--- src/rtl/cpu_pkg.sv ---
// cpu_pkg: shared constants and types for the MIPS pipeline front-end
package cpu_pkg;
    localparam logic [31:0] NOP_WORD         = 32'h0000_0000;
    localparam logic [31:0] HALT_WORD        = 32'hFFFF_FFFF;
    localparam logic [31:0] DEFAULT_RESET_PC = 32'h0000_0000;
    typedef struct packed {
        logic [31:0] instr;
        logic [31:0] pc4;
    } fetch_entry_t;
endpackage

--- src/rtl/fetch_fifo.sv ---
// fetch_fifo: DEPTH-entry falling-edge FIFO with flush, count and head view
module fetch_fifo #(
    parameter int DEPTH = 4,
    parameter int WIDTH = 64
) (
    input  logic                   clk,
    input  logic                   reset,
    input  logic                   push,
    input  logic                   pop,
    input  logic                   flush,
    input  logic [WIDTH-1:0]       din,
    output logic [WIDTH-1:0]       head,
    output logic [$clog2(DEPTH):0] count
);
    localparam int AW = $clog2(DEPTH);
    logic [WIDTH-1:0] mem [DEPTH];
    logic [AW-1:0]    rd_ptr, wr_ptr;
    logic             do_pop;
    assign do_pop = pop && (count != '0);
    assign head   = mem[rd_ptr];
    // pointer and occupancy tracking; flush beats any same-edge push or pop
    always_ff @(negedge clk or posedge reset) begin
        if (reset) begin
            rd_ptr <= '0;
            wr_ptr <= '0;
            count  <= '0;
        end else if (flush) begin
            rd_ptr <= '0;
            wr_ptr <= '0;
            count  <= '0;
        end else begin
            assert (!(push && !do_pop && count == (AW+1)'(DEPTH)));
            if (push) wr_ptr <= wr_ptr + 1'b1;
            if (do_pop) rd_ptr <= rd_ptr + 1'b1;
            count <= count + (AW+1)'(push) - (AW+1)'(do_pop);
        end
    end
    // entry storage, no reset needed since count gates visibility
    always_ff @(negedge clk) begin
        if (push && !flush) mem[wr_ptr] <= din;
    end
endmodule

--- src/rtl/instr_fetch_queue.sv ---
// instr_fetch_queue: fetch PC, imem request credit, redirect and halt handling
module instr_fetch_queue import cpu_pkg::*; #(
    parameter int          DEPTH    = 4,
    parameter logic [31:0] RESET_PC = DEFAULT_RESET_PC
) (
    input  logic        clk,
    input  logic        reset,
    input  logic        redirect,
    input  logic [31:0] redirect_pc,
    input  logic        out_ready,
    output logic        imem_req,
    output logic [31:0] imem_addr,
    input  logic [31:0] imem_rdata,
    output logic        out_valid,
    output logic [31:0] out_instr,
    output logic [31:0] out_pc4,
    output logic        halted
);
    localparam int CW = $clog2(DEPTH) + 1;
    logic [31:0]   fetch_pc, inflight_pc;
    logic          inflight;
    logic [CW-1:0] count;
    fetch_entry_t  head, din;
    assign imem_req  = !halted && !redirect &&
                       ((CW+1)'(count) + (CW+1)'(inflight) < (CW+1)'(DEPTH));
    assign imem_addr = fetch_pc >> 2;
    assign out_valid = count != '0;
    assign out_instr = out_valid ? head.instr : NOP_WORD;
    assign out_pc4   = out_valid ? head.pc4 : 32'h0;
    assign din       = '{instr: imem_rdata, pc4: inflight_pc + 32'd4};
    fetch_fifo #(.DEPTH(DEPTH), .WIDTH($bits(fetch_entry_t))) fifo (
        .clk   (clk),
        .reset (reset),
        .push  (inflight && !redirect),
        .pop   (out_valid && out_ready),
        .flush (redirect),
        .din   (din),
        .head  (head),
        .count (count)
    );
    // fetch PC, outstanding-read tracking and halt flag; redirect wins
    always_ff @(negedge clk or posedge reset) begin
        if (reset) begin
            fetch_pc    <= RESET_PC;
            inflight    <= 1'b0;
            inflight_pc <= 32'h0;
            halted      <= 1'b0;
        end else if (redirect) begin
            fetch_pc <= redirect_pc & ~32'd3;
            inflight <= 1'b0;
            halted   <= 1'b0;
        end else begin
            inflight <= imem_req;
            if (imem_req) begin
                fetch_pc    <= fetch_pc + 32'd4;
                inflight_pc <= fetch_pc;
            end
            if (inflight && imem_rdata == HALT_WORD) halted <= 1'b1;
        end
    end
endmodule
--- config.mk ---
export PLATFORM = sky130hd
export DESIGN_NAME = instr_fetch_queue
export DESIGN_NICKNAME = d
export VERILOG_FILES = /design/src/rtl/cpu_pkg.sv /design/src/rtl/fetch_fifo.sv /design/src/rtl/instr_fetch_queue.sv
export SDC_FILE = /design/constraint.sdc
export NUM_CORES = 1
export LEC_CHECK = 0
export BUFFER_PORTS_ARGS = -buffer_cell sky130_fd_sc_hd__clkbuf_2
export CAP_MARGIN = 20
export CORE_MARGIN = 2
export CORE_UTILIZATION = 53
export DETAILED_ROUTE_END_ITERATION = 10
export PLACE_DENSITY = 0.74
export SLEW_MARGIN = 15
export SYNTH_ARGS = -nofsm -noshare
export SYNTH_HDL_FRONTEND = slang
export SYNTH_HIERARCHICAL = 1
export SYNTH_SLANG_ARGS = --single-unit
--- constraint.sdc ---
create_clock -name clk -period 7.25 [get_ports clk]
set_clock_uncertainty 0.1 [all_clocks]
set_input_delay 0.3625 -clock clk [delete_from_list [all_inputs] [get_ports clk]]
set_output_delay 0.3625 -clock clk [all_outputs]
set_load 0.005 [all_outputs]
Yosys cells after proc, flatten, opt, wreduce, memory -nomap -nowiden
Memories as Yosys holds them, arrays and structs flattened.
Index checks and enable logic that the tools add are counted.
- bits in registers: 73
- bits in writable memories: 256
- input bits: 68
- memories kept: 1
- memory list (memory ; words ; width ; rd ports ; clocked after memory_dff ; write ports ; line ; source):
    fifo.mem ; 4 ; 64 ; 1 ; 0 ; 1 ; fetch_fifo.sv:16 ; logic [WIDTH-1:0] mem [DEPTH];
- add/sub/neg operators: 7
- $lt $le $gt $ge: 1
- equal/unequal tests: 1
- mux-type cells: 14
- bitwise logic cells: 1
- reductions and logical operators: 15
- operators by type and width (cell ; number):
    32-bit two-way mux ; 4
    32-bit by 3-bit adder with 32-bit output, second input constant ; 2
    32-bit == test, second input constant ; 1
    2-bit two-way mux ; 4
    2-bit nonzero test ; 4
    1-bit logical AND ; 7
    1-bit two-way mux ; 5
    2-bit by 1-bit adder with 2-bit output, second input constant ; 2
    3-bit by 1-bit adder with 4-bit output ; 1
    4-bit by 3-bit less-than comparator with 1-bit output, second input constant ; 1
    3-bit by 1-bit adder with 3-bit output ; 1
    3-bit two-way mux ; 1
    3-bit nonzero test ; 1
    3-bit by 1-bit subtractor with 3-bit output ; 1
    1-bit zero test ; 2
    2-bit AND reduction ; 1
    1-bit inverter ; 1

Logic depth before layout (Yosys ltp)
- depth in word-level cells: 5
- gate-level depth with buffers: 11

Cells and area by module
The synthesis kept the hierarchy.
- modules (own cells, without submodules) (module ; instances ; cells an instance ; area each (um^2) ; sequential area each (um^2)):
    fetch_fifo ; 1 ; 378 ; 9729.3 ; 7862.5
    instr_fetch_queue ; 1 ; 501 ; 4030.1 ; 1551.5

==> results.cfg <==
[critical_path]
r2r_slack_ps = 4160
cp-end-kind = output port
critPathMaxStageDelay_ps = 860
critPathKind = reg -> out
crit_start = fifo/count[1]
crit_chain = or3_2 -> buf_4 -> and2_1 -> clkbuf_2
rr_endpoint = fifo/count[2]
ff2ff_path_depth = 10
reg2reg_from = fifo/count[1]
start_kind = flop
required_ps = 6790
slowest_stage = or3_2
cp_max_fo = 43
worstPathArrival_ps = 6080

[cells_and_area]
final_cell_area_um2 = 17000
synthToLayoutAreaGrowth_pct = 23.3
nNetsFinal = 1391
num_antenna_cells = 0
drive_above_1_share_pct = 23.3

[timing]
report.final.setup_viol = 0
rsz0062_at_grt = no
hold_violations = 0
slew_headroom_pct = 35.5
worst_pin_slew_ps = 958
final_max_slew_viol_count = 0
setup_tns_ps = 0
worst_hold_slack_ps = 354
setup_slack_ps = 707

[flow_run]
cap_violations = 0

[logic_synthesis]
synth.area.mux_share_pct = 11.0
syn-mean-instance-area_um2 = 15.7
synth_ff_type = edfxtp_1
syn_area_um2 = 13800
synth_largest_type_area_fraction_pct = 55.9
synth_top_family_by_area = simple AND/OR/NAND/NOR gates
ys_warn_count = 6
synth_edf_count = 256
synth_seq_cells = 325
yosys-top-cells-area = edfxtp_1, dfrtn_1, mux4_2
synthSimpleGateAreaFrac_pct = 12.0
synth_seq_area_share_pct = 68.4
synthXorXnorAreaFrac_pct = 2.07
synth_compound_area_share_pct = 3.07
async_flop_share_pct = 21.2
netlist_instances = 879
synth_cell_types = 51
yosys.area.top_type = edfxtp_1
synthAdderAreaFrac_pct = 0.873

[cts]
clock_latency_ps = 520
tritoncts = yes
postCtsHoldBufs = 0
cts_made_buffers = 35
clk_pin_slew_worst_paths_ps = 50
cts.sinks = 325
cts_resized = 0
cts_root_buf = clkbuf_16
cts-htree-levels = 2
cts_setup_buffers = 0
cts_buffer_depth = 3

[placement]
place_congestion = 0.807
preCtsSetupSlack_ps = 951
post_dp_cell_area_um2 = 14900
post-dp-hpwl_um = 17600
io_buffers = 162

[status]
status = finished, final reports clean

[floorplanning]
initial_core_util_pct = 54.3
die_w_um = 165
die_h_um = 165
core_um2 = 25300
rows = 58
ios = 167
die-area_um2 = 27300

[drt]
drc = 0
vias_per_cell = 5.37
wl_um = 29100
wl_per_cell_um = 17.4
route.antenna.remaining_nets = 0
drt_iter0_drc = 559
dr.pass1.iters = 5
vias = 8970

[global_route]
grt_pass1_wl_um = 45600
grt_max_degree = 65
antenna_found_initial = 0
grt.overflow.total = 0
grt_pass1_vias = 9368
track_usage_pct = 21.9

[min_path]
hold_path_class = reg -> reg
hold_path_end = inflight_pc[31]
min-delay-start = inflight_pc[31]
whs_path_depth = 2

[pwr]
ir_worst_vdd_uv = 211
leakage_nw = 7.33
p_per_area_nw_per_um2 = 333
finalPower_w = 0.00565
==> worst max-delay path, delay by kind of cell (launching register included) <==
family | cells | cell delay (ps)
buf+inv | 2 | 460
flops | 1 | 410
simple gates | 2 | 1040
==> final cells by class <==
class	instances	area (µm²)
Clock buffer	38	908
Clock inverter	280	1190
Fill cell	1776	8360
Inverter	17	65.1
Multi-Input combinational cell	503	4040
Sequential cell	325	9410
Tap cell	330	413
Timing Repair Buffer	176	941
==> state kept, by name, summed over array words and instances, names as in the netlist <==
| signal | cells |
|---|---|
| fifo/rd_ptr | 2 |
| inflight | 1 |
| inflight_pc | 30 |
| fifo/wr_ptr | 2 |
| halted | 1 |
| fetch_pc | 30 |
| fifo/mem | 256 |
| fifo/count | 3 |
==> worst max-delay path by stage <==
stage | slack (ps) | end | cells after the start
4_1_cts | 690 | out_pc4[26] | 4
6_report | 710 | out_pc4[26] | 4
3_3_place_gp | 980 | fetch_pc[16] | 7
3_5_place_dp | 950 | fetch_pc[25] | 7
2_1_floorplan | 410 | fifo/mem[0][0] | 5
5_1_grt | 570 | out_pc4[6] | 4
==> stage by stage <==
stage                     instances  utilization [%]
after CTS                      1669             67.0
after global routing           1669             67.0
after detailed placement       1352             58.7
final                          1669             67.0
after global placement         1352             58.7
after floorplan                 888                -
==> layer usage <==
layer / GRT usage (%) / vias to the layer above / wire (µm)
met4: 9.92 / 0 / 565
met2: 34.7 / 340 / 14200
li1: - / 4214 / -
met1: 27.9 / 4368 / 12500
met3: 6.89 / 48 / 1880
met5: 0 / - / 0
==> cells in the final DEF, fill, tap and decap left out, drive strengths merged, types with 3 or more instances in the layout <==
master / netlist / final
inv: 17 / 280
edfxtp: 256 / 256
clkbuf: 15 / 200
nand2: 127 / 127
and2: 74 / 74
dfrtn: 69 / 69
mux4: 64 / 64
nand4: 33 / 33
nand3: 28 / 28
nor2: 22 / 22
xnor2: 22 / 22
o21ai: 19 / 19
buf: 27 / 14
o211ai: 12 / 12
conb: 1 / 10
o311ai: 10 / 10
clkinvlp: 0 / 9
xor2: 8 / 8
ha: 8 / 8
and3: 7 / 7
or3: 7 / 7
nor4: 7 / 7
nor3: 5 / 5
mux2i: 5 / 5
nor2b: 5 / 5
a221o: 4 / 4
a21oi: 4 / 4
bufinv: 0 / 4
clkinv: 1 / 4
and4: 3 / 3
==> kinds of logic after synthesis <==
logic type                 Yosys count
AOI/OAI and AO/OA                   60
xor gates and xnor gates            31
adders and majority gates            9
buffers and inverters               60
DFF                                325
muxes                               71
other                                1
and+or+nand+nor                    322
==> cell usage after synthesis (2+ instances only) <==
cell type and number:
nand3_1 28, and3_1 7, nand2_1 127, dfrtn_1 69, nor2_1 22, o21ai_0 19
buf_2 13, xnor2_1 22, and4_1 3, a22oi_1 2, nor4_1 4, edfxtp_1 256
a31o_2 2, nor3_1 5, buf_12 4, ha_1 8, a21oi_1 4, mux2_2 2
clkbuf_1 15, or3_1 6, xor2_1 8, buf_4 7, buf_6 2, o211ai_1 12
a221o_1 4, a21o_1 2, nand4_1 32, mux2i_1 5, o311ai_1 4, nor3b_1 2
nor4_2 2, mux4_2 64, inv_1 17, and2_1 74, nor2b_1 5, o311ai_0 6
==> report_power, final <==
part | switching [W] | internal [W] | leakage, nW
clock | 0.00109 | 0.00123 | 1.92
sequential | 0.000135 | 0.00222 | 3.18
combinational | 0.000528 | 0.000451 | 2.24
Power figures use the tool's default switching activity.
